==> src/rtl/mux4_sel_arbiter_if.sv <==
// rtl/mux4_sel_arbiter_if.sv - request/select handshake bundle between sources, arbiter and mux consumer
//
// Signals:
//   req[3:0]   per-channel request, bit i selects mux data input di
//   ready      consumer accepts the current selection
//   s0, s1     mux select, channel index = {s1,s0}
//   grant[3:0] one-hot grant, mirrors {s1,s0} while valid=1
//   valid      selection on s1:s0 is current and awaiting ready
//   busy       arbiter is in GRANT or HOLD
//   lock       (MUXSEL_LOCK_EN only) keep the priority pointer on completion
//
// Modports:
//   master  arbiter side (drives select/grant/valid/busy)
//   slave   sources + consumer side (drives req/ready/lock)

interface mux4_sel_arbiter_if;
    logic [3:0] req;
    logic       ready;
    logic       s0;
    logic       s1;
    logic [3:0] grant;
    logic       valid;
    logic       busy;
`ifdef MUXSEL_LOCK_EN
    logic       lock;
`endif

    modport master (
`ifdef MUXSEL_LOCK_EN
        input  lock,
`endif
        input  req,
        input  ready,
        output s0,
        output s1,
        output grant,
        output valid,
        output busy
    );

    modport slave (
`ifdef MUXSEL_LOCK_EN
        output lock,
`endif
        output req,
        output ready,
        input  s0,
        input  s1,
        input  grant,
        input  valid,
        input  busy
    );
endinterface

==> src/rtl/mux4_sel_arbiter.sv <==
// rtl/mux4_sel_arbiter.sv - round-robin 4-channel arbiter driving the select pins of a 4-to-1 mux
//
// Picks one of four requesters, presents its index on s1:s0 with a valid/ready
// handshake, then freezes the select for HOLD_CYCLES cycles after acceptance
// before arbitrating again. The select never moves while a transfer is pending
// or settling, and it keeps its last value while idle.
//
// Parameters:
//   HOLD_CYCLES  post-accept settle cycles (0..255); 0 skips the HOLD state
//
// Optional feature:
//   MUXSEL_LOCK_EN  when defined, bus.lock=1 on the completing ready edge keeps
//                   the priority pointer where it is, so the same channel can
//                   win again; lock is ignored on withdrawal
//
// Ports:
//   clk    system clock, rising edge
//   rst_n  asynchronous active-low reset
//   bus    mux4_sel_arbiter_if.master (req, ready, [lock] in; s0, s1, grant, valid, busy out)

module mux4_sel_arbiter #(
    parameter int HOLD_CYCLES = 2
) (
    input  logic                   clk,
    input  logic                   rst_n,
    mux4_sel_arbiter_if.master     bus
);

    typedef enum logic [1:0] {
        IDLE  = 2'd0,
        GRANT = 2'd1,
        HOLD  = 2'd2
    } state_t;

    localparam logic [7:0] HOLD_LOAD = 8'(HOLD_CYCLES);
    localparam bit         HAS_HOLD  = (HOLD_CYCLES > 0);

    state_t     state_q, state_d;
    logic [1:0] ptr_q,   ptr_d;
    logic [7:0] cnt_q,   cnt_d;
    logic [1:0] sel_q,   sel_d;
    logic [3:0] grant_q, grant_d;
    logic       valid_q, valid_d;
    logic       busy_q,  busy_d;

    logic       keep_ptr;
    logic       win_found;
    logic [1:0] win_idx;

`ifdef MUXSEL_LOCK_EN
    assign keep_ptr = bus.lock;
`else
    assign keep_ptr = 1'b0;
`endif

    // Rotating priority search: first asserted request at or after ptr, mod 4.
    always_comb begin
        logic [1:0] idx;
        win_found = 1'b0;
        win_idx   = ptr_q;
        idx       = ptr_q;
        for (int i = 0; i < 4; i++) begin
            idx = ptr_q + 2'(i);
            if (!win_found && bus.req[idx]) begin
                win_found = 1'b1;
                win_idx   = idx;
            end
        end
    end

    // Next-state and next-output logic. Every output is produced from a
    // register, so the mux select pins see no combinational glitches.
    always_comb begin
        state_d = state_q;
        ptr_d   = ptr_q;
        cnt_d   = cnt_q;
        sel_d   = sel_q;
        grant_d = grant_q;
        valid_d = valid_q;
        busy_d  = busy_q;

        case (state_q)
            IDLE: begin
                valid_d = 1'b0;
                busy_d  = 1'b0;
                grant_d = 4'b0000;
                if (win_found) begin
                    sel_d   = win_idx;
                    grant_d = 4'b0001 << win_idx;
                    valid_d = 1'b1;
                    busy_d  = 1'b1;
                    state_d = GRANT;
                end
            end

            GRANT: begin
                // ready takes precedence over a same-edge request drop.
                if (bus.ready) begin
                    valid_d = 1'b0;
                    grant_d = 4'b0000;
                    cnt_d   = HOLD_LOAD;
                    if (!keep_ptr) begin
                        ptr_d = sel_q + 2'd1;
                    end
                    if (HAS_HOLD) begin
                        state_d = HOLD;
                        busy_d  = 1'b1;
                    end else begin
                        state_d = IDLE;
                        busy_d  = 1'b0;
                    end
                end else if (!bus.req[sel_q]) begin
                    // Withdrawal: drop the grant without rotating priority.
                    valid_d = 1'b0;
                    grant_d = 4'b0000;
                    busy_d  = 1'b0;
                    state_d = IDLE;
                end
            end

            HOLD: begin
                cnt_d = cnt_q - 8'd1;
                // <= 1 rather than == 1 so a zero count can never stall here.
                if (cnt_q <= 8'd1) begin
                    cnt_d   = 8'd0;
                    busy_d  = 1'b0;
                    state_d = IDLE;
                end
            end

            default: begin
                state_d = IDLE;
                valid_d = 1'b0;
                grant_d = 4'b0000;
                busy_d  = 1'b0;
            end
        endcase
    end

    always_ff @(posedge clk or negedge rst_n) begin
        if (!rst_n) begin
            state_q <= IDLE;
            ptr_q   <= 2'd0;
            cnt_q   <= 8'd0;
            sel_q   <= 2'd0;
            grant_q <= 4'b0000;
            valid_q <= 1'b0;
            busy_q  <= 1'b0;
        end else begin
            state_q <= state_d;
            ptr_q   <= ptr_d;
            cnt_q   <= cnt_d;
            sel_q   <= sel_d;
            grant_q <= grant_d;
            valid_q <= valid_d;
            busy_q  <= busy_d;
        end
    end

    assign bus.s0    = sel_q[0];
    assign bus.s1    = sel_q[1];
    assign bus.grant = grant_q;
    assign bus.valid = valid_q;
    assign bus.busy  = busy_q;

endmodule
==> src/flat_wrapper.sv <==
// flat-port wrapper written by rule: the top's interface ports become plain ports
module mux4_sel_arbiter_flat 
#(
    parameter int HOLD_CYCLES = 2
)
  (clk, rst_n, bus_req, bus_ready, bus_s0, bus_s1, bus_grant, bus_valid, bus_busy);
  mux4_sel_arbiter_if bus_i ();
  input  logic clk;
  input  logic rst_n;
  input wire logic [$bits(bus_i.req)-1:0] bus_req;
  input wire logic [$bits(bus_i.ready)-1:0] bus_ready;
  output wire logic [$bits(bus_i.s0)-1:0] bus_s0;
  output wire logic [$bits(bus_i.s1)-1:0] bus_s1;
  output wire logic [$bits(bus_i.grant)-1:0] bus_grant;
  output wire logic [$bits(bus_i.valid)-1:0] bus_valid;
  output wire logic [$bits(bus_i.busy)-1:0] bus_busy;
  assign bus_i.req = bus_req;
  assign bus_i.ready = bus_ready;
  assign bus_s0 = bus_i.s0;
  assign bus_s1 = bus_i.s1;
  assign bus_grant = bus_i.grant;
  assign bus_valid = bus_i.valid;
  assign bus_busy = bus_i.busy;
  mux4_sel_arbiter #(.HOLD_CYCLES(HOLD_CYCLES)) u_core (.clk(clk), .rst_n(rst_n), .bus(bus_i));
endmodule
==> config.mk <==
export PLATFORM = sky130hd
export DESIGN_NAME = mux4_sel_arbiter_flat
export DESIGN_NICKNAME = d
export VERILOG_FILES = /design/src/rtl/mux4_sel_arbiter_if.sv /design/src/rtl/mux4_sel_arbiter.sv /design/src/flat_wrapper.sv
export SDC_FILE = /design/constraint.sdc
export NUM_CORES = 1
export LEC_CHECK = 0
export ABC_AREA = 1
export CORE_MARGIN = 4
export CORE_UTILIZATION = 46
export DETAILED_ROUTE_END_ITERATION = 6
export PLACE_DENSITY = 0.67
export RECOVER_POWER = 50
export SETUP_SLACK_MARGIN = 0.15
export SLEW_MARGIN = 0
export SYNTH_ARGS = -nofsm -noshare
export SYNTH_HDL_FRONTEND = slang
export SYNTH_SLANG_ARGS = --single-unit
export TNS_END_PERCENT = 10
==> constraint.sdc <==
create_clock -name clk -period 3.49 [get_ports clk]
set_input_delay 0.698 -clock clk [delete_from_list [all_inputs] [get_ports clk]]
set_output_delay 0.698 -clock clk [all_outputs]
set_load 0.01 [all_outputs]
After elaboration in Yosys (flattened, before gate mapping)

Cells that the tools add are included.

Output and inout port bits: 8
Memory bits (writable): 0
Flip-flop bits (word level): 20
Memory bits (read-only): 0
Input bits: 7
Bits in latches: 0
Memories: 0

Reduce and logical (&&, ||, !) cells: 14
Multipliers: 0
Divide/modulo/power cells: 0
Shifts and indexed selects: 1
Add/sub/neg operators: 5
Equal/unequal tests: 6
Bitwise logic cells: 1
Magnitude comparators: 6
Multiplexer cells: 36

Operators by type and width:

| operator                                                               | number |
|---|---|
| 8-bit two-way mux                                                      | 2 |
| 8-bit case mux with 2 select lines                                     | 1 |
| 2-bit by 3-bit < comparator with 1-bit output (second input constant)  | 5 |
| 1-bit two-way mux                                                      | 14 |
| 2-bit two-way mux                                                      | 7 |
| 4-bit two-way mux                                                      | 3 |
| 4-bit case mux with 3 select lines                                     | 1 |
| 1-bit binary-select mux with 2-bit select                              | 5 |
| 2-bit AND reduction                                                    | 5 |
| 8-bit by 1-bit <= comparator with 1-bit output (second input constant) | 1 |
| 8-bit by 1-bit subtractor with 8-bit output (second input constant)    | 1 |
| 1-bit case mux with 3 select lines                                     | 2 |
| 2-bit case mux with 3 select lines                                     | 1 |
| 2-bit by 1-bit adder with 2-bit output (second input constant)         | 2 |
| 2-bit adder (second input constant)                                    | 2 |
| 2-bit by 1-bit != test with 1-bit output (second input constant)       | 2 |
| 1-bit by 2-bit left shift with 4-bit output (first input constant)     | 1 |
| 1-bit logical AND                                                      | 3 |
| 1-bit logical NOT                                                      | 3 |
| 3-bit != test (second input constant)                                  | 1 |
| 3-bit AND reduction                                                    | 1 |
| 2-bit by 1-bit equality test with 1-bit output (second input constant) | 1 |
| 2-bit equality test (second input constant)                            | 1 |
| 2-bit logical NOT                                                      | 1 |
| 3 further kinds                                                        | 3 |

Longest topological paths before layout

Gate-level depths: netlist of the first run.

Word-level depth: 15
Depth in mapped cells: 14
Gate-level depth less buffers: 13

Least setup slack after synthesis of the first run

No wires, ideal clock.

Path kind: input to register
Start: input port bus_req[0]
End: register u_core.sel_q[1]
Arrival: 1.525 ns
Stages on the path: 9
Path slack: 1.847 ns
Cell sequence: inv_1 -> nand2_1 -> nand3_1 -> nand2_1 -> nor2_4 -> nand2_2 -> o21ai_4 -> nand3b_1 -> nand2_1

Cells in the longest elaborated chain, start to end: 13

Ends and longest elaborated chain:

| what                                      | RTL line                | RTL |
|---|---|---|
| start, declared                           | flat_wrapper.sv:10      | `input wire logic [$bits(bus_i.req)-1:0] bus_req;` |
| 1-bit binary-select mux with 2-bit select | mux4_sel_arbiter.sv:64  | `if (!win_found && bus.req[idx]) begin` |
| 1-bit two-way mux (implied by the code)   | mux4_sel_arbiter.sv:64  |  |
| 1-bit two-way mux                         | mux4_sel_arbiter.sv:64  |  |
| 1-bit logical NOT                         | mux4_sel_arbiter.sv:64  |  |
| 1-bit logical AND                         | mux4_sel_arbiter.sv:64  |  |
| 1-bit two-way mux                         | mux4_sel_arbiter.sv:64  |  |
| 1-bit logical NOT                         | mux4_sel_arbiter.sv:64  |  |
| 1-bit logical AND                         | mux4_sel_arbiter.sv:64  |  |
| 1-bit two-way mux                         | mux4_sel_arbiter.sv:64  |  |
| 1-bit logical NOT                         | mux4_sel_arbiter.sv:64  |  |
| 1-bit logical AND                         | mux4_sel_arbiter.sv:64  |  |
| 1-bit two-way mux                         | mux4_sel_arbiter.sv:64  |  |
| 2-bit AND reduction (no line)             | -                       |  |
| end signal, assigned                      | mux4_sel_arbiter.sv:153 | `sel_q <= sel_d;` |
| end, declared                             | mux4_sel_arbiter.sv:41  | `logic [1:0] sel_q, sel_d;` |

Parallel ways exist; a longest one is shown, timed or not. The select of a mux whose other input is x is not followed.
A chain may end at the register's enable or synchronous reset.

Worst setup path in the final report of the first run

Start: register u_core.sel_q[0]
End: output port bus_s0

RTL lines:

| what          | RTL line           | RTL |
|---|---|---|
| end, declared | flat_wrapper.sv:12 | `output wire logic [$bits(bus_i.s0)-1:0] bus_s0;` |

No word-level cell between the ends.

==> metrics.md, run 1 <==
| Metric | Value |
|---|---|
| Status | `finished, final reports clean` |
| Crit path kind | `flip-flop to output port` |
| Clock Sinks | `20` |
| Dominant combinational cell family by area after synthesis | `simple AND/OR/NAND/NOR gates` |
| VDD IR max | `approximately 0.6 mV` |
| Violation count after the first detailed-routing iteration | `80` |
| Root Driver | `clkbuf_4` |
| Post-CTS resize count | `0` |
| DIE WIDTH | `62.4 um` |
| Top cells by area, synth | `dfrtp_1 37%, nand2_1 23%, nand3_1 7.4%` |
| Nets@finish | `224` |
| NetSw | `0.750 mW` |
| Synth Area in Adders | `1.84%` |
| RSZ-0062 raised after global routing | `false` |
| Max-slew headroom | `41.6%` |
| Largest net degree at the start of global routing | `21` |
| Place WS | `1.15 ns` |
| Netlist cell types | `27` |
| P&R area growth vs syn | `12.6%` |
| Post-detailed-route wirelength per cell | `11.8 um` |
| Full die area | `3890 um2` |
| Critical path's slowest cell | `clkdlybuf4s50_1` |
| Critical Path, Cell by Cell | `clkdlybuf4s50_1` |
| Multiplexer area fraction after synthesis | `0%` |
| Core region area | `2780 um2` |
| DRT Pass-1 Iters | `4` |
| Internal power | `0.694 mW` |
| Measured slew at the worst slew-check pin | `about 0.87 ns` |
| Total GRT Usage | `approximately 16%` |
| Total grt overflow | `0` |
| Port Buffers | `14` |
| Clk network pwr share | `7.5%` |
| Worst setup path start | `u_core.sel_q[0]$_DFFE_PN0P_` |
| Fin area | `1530 um2` |
| Power Dens Cells | `943 nW/um2` |
| Synthesis Warnings | `0` |
| Clk buf depth | `2` |
| Initial antenna violation count | `0` |
| Gate Count Post-Synth | `199` |
| Flops & latches, synth | `20` |
| Via count | `between 1000 and 1500` |
| Multi-input gate area | `751 um2` |
| Fin crit period | `2.11 ns` |
| Xor and xnor area share after synthesis | `2.58%` |
| First-pass GRT wire length | `5.30 mm` |
| Synth Area in Compound Gates | `7.82%` |
| Row cnt | `19` |
| Detailed placement HPWL | `2.23 mm` |
| Routed vias/inst | `5.26` |
| DIE HEIGHT | `62.4 um` |
| Leakage | `between 0.8 and 0.9 nW` |
| Vias in the first global route | `1204` |
| Max Slew Vio Count | `0` |
| Simple-gate share of the synthesized area | `43.0%` |
| Hold_sp | `u_core.bus.grant[3]$_DFFE_PN0P_` |
| Worst skew pair latency | `0.30 ns` |
| Final Worst Setup Slack | `1.38 ns` |
| Cts bufs inserted | `3` |
| Worst EP required | `2.79 ns` |
| CTS tree | `built` |
| Reg2reg path depth | `10` |
| Max Cap Violations | `0` |
| Final GP Congestion | `0.843` |
| Fin crit share | `60.4%` |
| Post-synthesis net count | `208` |
| Drc violations | `0` |
| Levels on crit path | `1` |
| Hold Path Class | `flip-flop to flip-flop` |
| Area share of the largest cell type after synthesis | `36.8%` |
| Ratio of cells with drive above 1 in the final layout | `under 10%` |
| Setup violators final | `0` |
| Post-synthesis sequential area ratio | `36.8%` |
| CP bufs+invs | `1` |
| Ant. Diodes | `0` |
| Fillers | `268` |
| Post-synth design cell area | `1360 um2` |
| Area after DPL | `approximately 1500 um2` |
| Antenna Nets Post-Route | `0` |
| Gate power share | `between 60 and 70%` |
| CP Launch Type | `flip-flop` |
| Fmax | `between 400 and 500 MHz` |
| Worst Path Arrival | `1.41 ns` |
| Initial Util | `48.9%` |
| Top delay family on crit path | `buffers and inverters` |
| Syn avg cell area | `6.83 um2` |
| Worst reg2reg startpoint | `u_core.ptr_q[0]$_DFFE_PN0P_` |
| End of the critical path | `bus_s0` |
| Pwr Total | `1.44 mW` |
| Maximum fanout along the worst path | `8` |
| CTS H-tree depth | `1` |
| CP endpoint kind | `output port` |
| Switching Fraction | `51.9%` |
| Worst hold path stage count | `2` |
| CP peak stage delay | `approximately 0.60 ns` |
| Register Area | `500 um2` |
| Setup TNS | `0 ns` |
| R2R Path End | `u_core.sel_q[1]$_DFFE_PN0P_` |
| Hold Vio Cnt, Final | `0` |
| Clk pin slew, worst setup/hold paths | `around 0.11 ns` |
| Seq pwr share | `29.8%` |
| Hold_buf cts | `0` |
| Routed WL | `2.88 mm` |
| R2r setup slk | `1.43 ns` |
| Largest area contributor in the netlist | `dfrtp_1` |
| Clock Skews | `0.00200 ns` |
| Total setup buffers inserted after CTS | `0` |
| Ports | `15` |
## kinds of logic after synthesis
logic type                 after synthesis
AOI/OAI and AO/OA                       18
buffers and inverters                   24
adders and majority gates                2
and+or+nand+nor                        131
xor gates and xnor gates                 4
DFF                                     20
## cells in the final DEF, fill, tap and decap left out, types with 2 or more instances in the layout
cell             count
clkbuf_4             3
xnor2_1              3
nand2_1             83
o22ai_1              2
nand2_2              6
nor2_2               2
clkdlybuf4s50_1     12
inv_2                2
dfrtp_1             20
a21oi_1              7
nor2_1               8
inv_1               19
o21ai_0              7
dlygate4sd3_1        2
nand4_1              4
ha_1                 2
nand3_1             20
## synthesized netlist by cell type, drive strengths merged
| library cell | count |
|---|---|
| a21oi | 7 |
| buf | 3 |
| dfrtp | 20 |
| ha | 2 |
| inv | 21 |
| nand2 | 90 |
| nand3 | 20 |
| nand3b | 1 |
| nand4 | 5 |
| nor2 | 11 |
| nor3 | 1 |
| nor3b | 1 |
| nor4 | 1 |
| o211ai | 1 |
| o21ai | 8 |
| o22ai | 2 |
| or2 | 1 |
| xnor2 | 3 |
| xor2 | 1 |
## through the flow
step	hold slack, ns	util (%)	cells
floorplan	0.402	-	199
global placement	0.465	54.3	241
detailed placement	0.469	54.3	241
CTS	0.497	55.1	244
global route	0.529	55.1	244
finish	0.492	55.1	244
## routing by layer
layer	GRT usage [%]	part of all wire (%)
met3	4.68	4.9
met5	0	0
met1	23.4	52
met2	24.4	43
met4	1.86	0.42
## how the worst min path moves through the flow
stage,to,slack [ns]
after floorplan,u_core.bus.busy$_DFFE_PN0P_,0.40
after global placement,u_core.bus.grant[2]$_DFFE_PN0P_,0.46
after detailed placement,u_core.bus.grant[3]$_DFFE_PN0P_,0.47
after CTS,u_core.bus.grant[3]$_DFFE_PN0P_,0.50
after global routing,u_core.bus.grant[0]$_DFFE_PN0P_,0.53
final,u_core.bus.grant[3]$_DFFE_PN0P_,0.49
## power by group through the flow
| stage | Clock (mW) | Combinational [mW] | Sequential [mW] |
|---|---|---|---|
| 4_1_cts | 0.112 | 0.909 | 0.429 |
| 3_3_place_gp | 0 | 0.879 | 0.431 |
| 6_report | 0.109 | 0.906 | 0.430 |
| 3_5_place_dp | 0 | 0.904 | 0.432 |
| 2_1_floorplan | 0 | 0.718 | 0.408 |
| 5_1_grt | 0.123 | 1.04 | 0.447 |
## final cells by class
| class | count | area share, % |
|---|---|---|
| inverters | 21 | 5.15 |
| multi-input cells | 155 | 49.0 |
| clock buffers | 3 | 1.47 |
| flip-flops and latches | 20 | 32.7 |
| repair buffers | 14 | 9.15 |
| well taps | 31 | 2.53 |
## sequential cells by signal, summed over array words and instances, names as in the netlist
signal,count
u_core.bus.busy,1
u_core.bus.grant,4
u_core.bus.valid,1
u_core.cnt_q,8
u_core.ptr_q,2
u_core.sel_q,2
u_core.state_q,2
No activity file was read; power rests on OpenSTA's default activity.
==> run 2: changes to the inputs <==
- PLACE_DENSITY: 0.67 -> 0.7
- clock period: 3.49 -> 1.9 ns (I/O delays scaled with it)
==> metrics.md, run 2 (synthesized netlist as in run 1, its figures left out) <==
| Metric | Value |
|---|---|
| Status | `finished, final reports clean` |
| Largest net degree at the start of global routing | `21` |
| Setup violators final | `0` |
| Worst hold slack | `0.500 ns` |
| Total GRT Usage | `16.7%` |
| Nets@finish | `236` |
| Top reg by flops | `u_core.cnt_q` |
| Hold_buf cts | `0` |
| Full die area | `3890 um2` |
| Via count | `1344` |
| GR Util met2 | `30.6%` |
| Global routing's busiest layer | `met2` |
| Clk buf depth | `2` |
| R2R Path End | `u_core.bus.busy$_DFFE_PN0P_` |
| GRT met1 Usage | `19.4%` |
| Largest register FFs | `8` |
| Antenna Nets Post-Route | `0` |
| CP peak stage delay | `slightly below 0.5 ns` |
| Place WS | `-0.0987 ns` |
| Fin crit share | `90.1%` |
| DIE WIDTH | `a little over 60 um` |
| Fin area | `approximately 1700 um2` |
| Port Buffers | `14` |
| Row cnt | `19` |
| Measured slew at the worst slew-check pin | `1.07 ns` |
| Clk pin slew, worst setup/hold paths | `between 0.1 and 0.15 ns` |
| CP endpoint kind | `flip-flop` |
| CP Launch Type | `input pin` |
| Final Worst Setup Slack | `0.187 ns` |
| Critical path's slowest cell | `clkdlybuf4s50_1` |
| Hold_sp | `u_core.bus.grant[2]$_DFFE_PN0P_` |
| Initial Util | `between 40 and 50%` |
| DIE HEIGHT | `62.4 um` |
| Routed WL | `3.07 mm` |
| Hold Path Class | `flip-flop to flip-flop` |
| Worst EP required | `2.07 ns` |
| DP Cell Count | `between 200 and 250` |
| Final core occ | `between 50 and 60%` |
| Max-slew headroom | `between 20% and 30%` |
| Violation count after the first detailed-routing iteration | `79` |
| Fin crit period | `1.71 ns` |
| VDD IR max | `between 1 and 1.5 mV` |
| Hold Vio Cnt, Final | `0` |
| Drc violations | `0` |
| Routed vias/inst | `5.23` |
| R2r setup slk | `between 0.2 and 0.25 ns` |
| Detailed placement HPWL | `around 2.4 mm` |
| Clock Skews | `0.0174 ns` |
| Most frequent cells in the layout | `81 x nand2_1, 20 x nand3_1, 19 x inv_1` |
| Cts bufs inserted | `3` |
| Max Slew Vio Count | `0` |
| GR Util met3 | `2.52%` |
| Root Driver | `clkbuf_4` |
| RSZ-0062 raised after global routing | `true` |
| Maximum fanout along the worst path | `5` |
| First-pass GRT wire length | `5.51 mm` |
| Max Cap Violations | `0` |
| Power Dens Cells | `1820 nW/um2` |
| Total grt overflow | `0` |
| Post-detailed-route wirelength per cell | `11.9 um` |
| Worst hold path stage count | `2` |
| Ports | `15` |
| DRT Pass-1 Iters | `4` |
| Clock Sinks | `20` |
| Worst Path Arrival | `1.88 ns` |
| Ratio of cells with drive above 1 in the final layout | `14.6%` |
| Leakage | `0.872 nW` |
| Critical Path, Cell by Cell | `clkdlybuf4s50_1, inv_1, nand2_1, nand3_1, nand2_1, nor2_4, nand2_2, o21ai_4, buf_4, nand3_1` |
| Crit path kind | `input pin to flip-flop` |
| Vias in the first global route | `1315` |
| Fmax | `584 MHz` |
| P&R area growth vs syn | `21.9%` |
| Ant. Diodes | `0` |
| Reg2reg path depth | `10` |
| CTS tree | `built` |
| Worst reg2reg startpoint | `u_core.ptr_q[0]$_DFFE_PN0P_` |
| Area after DPL | `1570 um2` |
| Final std cells w/o fill | `257` |
| Worst skew pair latency | `between 0.3 and 0.4 ns` |
| Initial antenna violation count | `0` |
| CTS H-tree depth | `1` |
| Core region area | `between 2000 and 3000 um2` |
| Min-Delay Endpoint | `u_core.bus.grant[2]$_DFFE_PN0P_` |
| Most common cell after layout, fill and taps aside | `nand2_1` |
| Final GP Congestion | `roughly 0.91` |
[run 2: report_power, final]
| part | total (mW) | internal [mW] | switching (mW) |
|---|---|---|---|
| Sequential | 0.758 | 0.604 | 0.154 |
| Combinational | 1.91 | 0.757 | 1.15 |
| Clock | 0.347 | 0.213 | 0.134 |
[run 2: cell type report]
| class | instances | area (um2) |
|---|---|---|
| clock buffer | 3 | 22.5 |
| clock inverter | 1 | 30.0 |
| fill | 249 | 1120 |
| inverter | 21 | 81.3 |
| multi-input combinational | 155 | 756 |
| sequential | 20 | 503 |
| tap | 31 | 38.8 |
| timing repair buffer | 26 | 226 |
[run 2: worst max-delay path by stage]
stage,cells after the start,to,slack [ns],startpoint
2_1_floorplan,12,u_core.bus.grant[1]$_DFFE_PN0P_,0.39,u_core.ptr_q[1]$_DFFE_PN0P_
3_3_place_gp,10,u_core.sel_q[1]$_DFFE_PN0P_,-0.06,bus_req[1]
3_5_place_dp,10,u_core.sel_q[1]$_DFFE_PN0P_,-0.1,bus_req[1]
4_1_cts,10,u_core.sel_q[1]$_DFFE_PN0P_,0.15,u_core.ptr_q[0]$_DFFE_PN0P_
5_1_grt,9,u_core.bus.busy$_DFFE_PN0P_,0.05,u_core.cnt_q[0]$_DFFE_PN0P_
6_report,10,u_core.bus.busy$_DFFE_PN0P_,0.19,bus_req[1]
[run 2: per-stage QoR]
step,power (mW),setup TNS [ns]
floorplan,2.07,0
global placement,2.51,-0.323
detailed placement,2.55,-0.498
CTS,2.91,0
global route,3.32,0
finish,3.02,0
[run 2: worst max-delay path, delay by kind of cell]
| family | cells | cell delay, ns |
|---|---|---|
| simple gates | 6 | 0.54 |
| compound gates | 1 | 0.21 |
| buf+inv | 3 | 0.75 |
[run 2: what timing repair did]
action	CTS	global route
pin swaps	0	1
buffers inserted	0	4
resized for setup	1	8
endpoints found under the setup margin	1	13
gates cloned	0	0
[run 2: per-layer routing]
metal	up-vias	wire length, um
li1	691	-
met1	632	1350
met2	15	1600
met3	6	52
met4	0	55
met5	-	0
==> run 3: changes to the inputs <==
- DONT_BUFFER_PORTS: default -> 1
- PLACE_DENSITY: 0.7 -> default
==> metrics.md, run 3 (synthesized netlist as in run 1, its figures left out) <==
| Metric | Value |
|---|---|
| Status | `finished, final reports clean` |
| CP Launch Type | `flip-flop` |
| Total GRT Usage | `15.0%` |
| Worst EP required | `2.09 ns` |
| Worst skew pair latency | `0.29 ns` |
| First-pass GRT wire length | `between 4 and 5 mm` |
| DIE WIDTH | `62.4 um` |
| Max Slew Vio Count | `0` |
| Routed WL | `approximately 3 mm` |
| DRT Pass-1 Iters | `4` |
| P&R area growth vs syn | `6.26%` |
| Final core occ | `52.0%` |
| Cts bufs inserted | `3` |
| Maximum fanout along the worst path | `14` |
| Port Buffers | `0` |
| Clk pin slew, worst setup/hold paths | `0.11 ns` |
| Worst Path Arrival | `1.86 ns` |
| Via count | `1250` |
| VDD IR max | `1.00 mV` |
| CTS H-tree depth | `1` |
| Largest net degree at the start of global routing | `21` |
| Root Driver | `clkbuf_4` |
| Detailed placement HPWL | `2.25 mm` |
| Most common cell after layout, fill and taps aside | `nand2_1` |
| CP endpoint kind | `flip-flop` |
| Setup violators final | `0` |
| Final GP Congestion | `0.909` |
| Violation count after the first detailed-routing iteration | `60` |
| Vias in the first global route | `1107` |
| RSZ-0062 raised after global routing | `true` |
| Total grt overflow | `0` |
| Crit path kind | `flip-flop to flip-flop` |
| Row cnt | `19` |
| Fmax | `roughly 600 MHz` |
| Antenna Nets Post-Route | `0` |
| CTS tree | `built` |
| Clk buf depth | `2` |
| Routed vias/inst | `5.34` |
| Worst hold slack | `approximately 0.34 ns` |
| Max Cap Violations | `0` |
| Clock Skews | `between 0.007 and 0.008 ns` |
| Pwr Total | `2.63 mW` |
| Ant. Diodes | `0` |
| Largest register FFs | `8` |
| Initial antenna violation count | `0` |
| Power Dens Cells | `around 1800 nW/um2` |
| Hold Vio Cnt, Final | `0` |
| Hold Path Class | `input pin to flip-flop` |
| Full die area | `3890 um2` |
| Nets@finish | `approximately 210` |
| Initial Util | `48.9%` |
| Ratio of cells with drive above 1 in the final layout | `12.8%` |
| Fin crit period | `1.67 ns` |
| Leakage | `0.772 nW` |
| Core region area | `~2800 um2` |
| DIE HEIGHT | `62.4 um` |
| Post-detailed-route wirelength per cell | `12.5 um` |
| Clock Sinks | `20` |
| Top reg by flops | `u_core.cnt_q` |
| Drc violations | `0` |
| Fin crit share | `88.0%` |
| Measured slew at the worst slew-check pin | `0.872 ns` |
| Ports | `15` |
| Most frequent cells in the layout | `79 x nand2_1, 20 x nand3_1, 19 x inv_1, 19 x dfrtp_1, 10 x nand2_2` |
| Max-slew headroom | `41.6%` |
| Setup TNS | `0 ns` |
[run 3: cell types whose count changed in the layout (fill, tap and decap cells not counted), moves of 2 or more]
cell             change
clkdlybuf4s50_1     -12
buf_4                -8
clkbuf_1             -2
nand2_1              -2
nand2_2              +2
[run 3: worst paths after layout]
| check | from | endpoint | slack (ns) | cells past startpoint |
|---|---|---|---|---|
| worst max-delay path | u_core.ptr_q[0]$_DFFE_PN0P_ | u_core.bus.grant[2]$_DFFE_PN0P_ | 0.23 | 11 |
| max in group asynchronous | rst_n | u_core.ptr_q[1]$_DFFE_PN0P_ | 0.67 | 1 |
| worst min-delay path | bus_ready | u_core.state_q[0]$_DFFE_PN0P_ | 0.34 | 3 |
| worst min register to register | u_core.bus.grant[3]$_DFFE_PN0P_ | u_core.bus.grant[3]$_DFFE_PN0P_ | 0.56 | 2 |
| worst max register to register | u_core.ptr_q[0]$_DFFE_PN0P_ | u_core.bus.grant[2]$_DFFE_PN0P_ | 0.23 | 11 |
| min in group asynchronous | rst_n | u_core.state_q[1]$_DFFE_PN0P_ | 0.64 | 1 |
[run 3: area by class of cell]
class	instances	area, um2
clock buffer	3	22.5
fill	283	1340
inverter	21	83.8
multi-input combinational	156	769
sequential	20	502
tap	31	38.8
timing repair buffer	3	28.8
[run 3: through the flow]
| stage | area (um2) | setup slack [ns] | std cells |
|---|---|---|---|
| floorplan | 1360 | 0.392 | 199 |
| global placement | 1380 | 0.171 | 229 |
| detailed placement | 1380 | 0.178 | 229 |
| CTS | 1420 | 0.152 | 233 |
| global route | 1450 | 0.110 | 234 |
| finish | 1450 | 0.228 | 234 |
[run 3: what timing repair did]
item | CTS | global route
gates resized for setup | 0 | 8
buffers inserted | 0 | 0
endpoints found under the hold margin | 20 | 0
setup endpoints to repair | 0 | 13
hold buffers | 1 | 0
[run 3: worst max-delay path, stage by stage (launching register included)]
cell     delay (ns)
dfrtp_1        0.43
buf_6          0.17
nand2_1        0.08
nand2_2        0.10
nand2_2        0.09
nand2_4        0.07
nor2_4         0.11
nand2_2        0.09
o21ai_4        0.24
nor2_2         0.07
nand2_1        0.07
nand2_1        0.04
[run 3: metal layers]
layer	vias to the layer above	routed length, um	global-route usage, %
met1	570	1530	22.7
met5	-	0	0
met3	0	185	4.50
met2	34	1210	21.6
li1	646	-	-
met4	0	0	1.59
[run 3: power breakdown]
group          switching, mW  leakage (nW)  internal (mW)
clock                  0.119        0.0138         0.0737
combinational           1.08         0.503          0.554
sequential             0.195         0.255          0.602
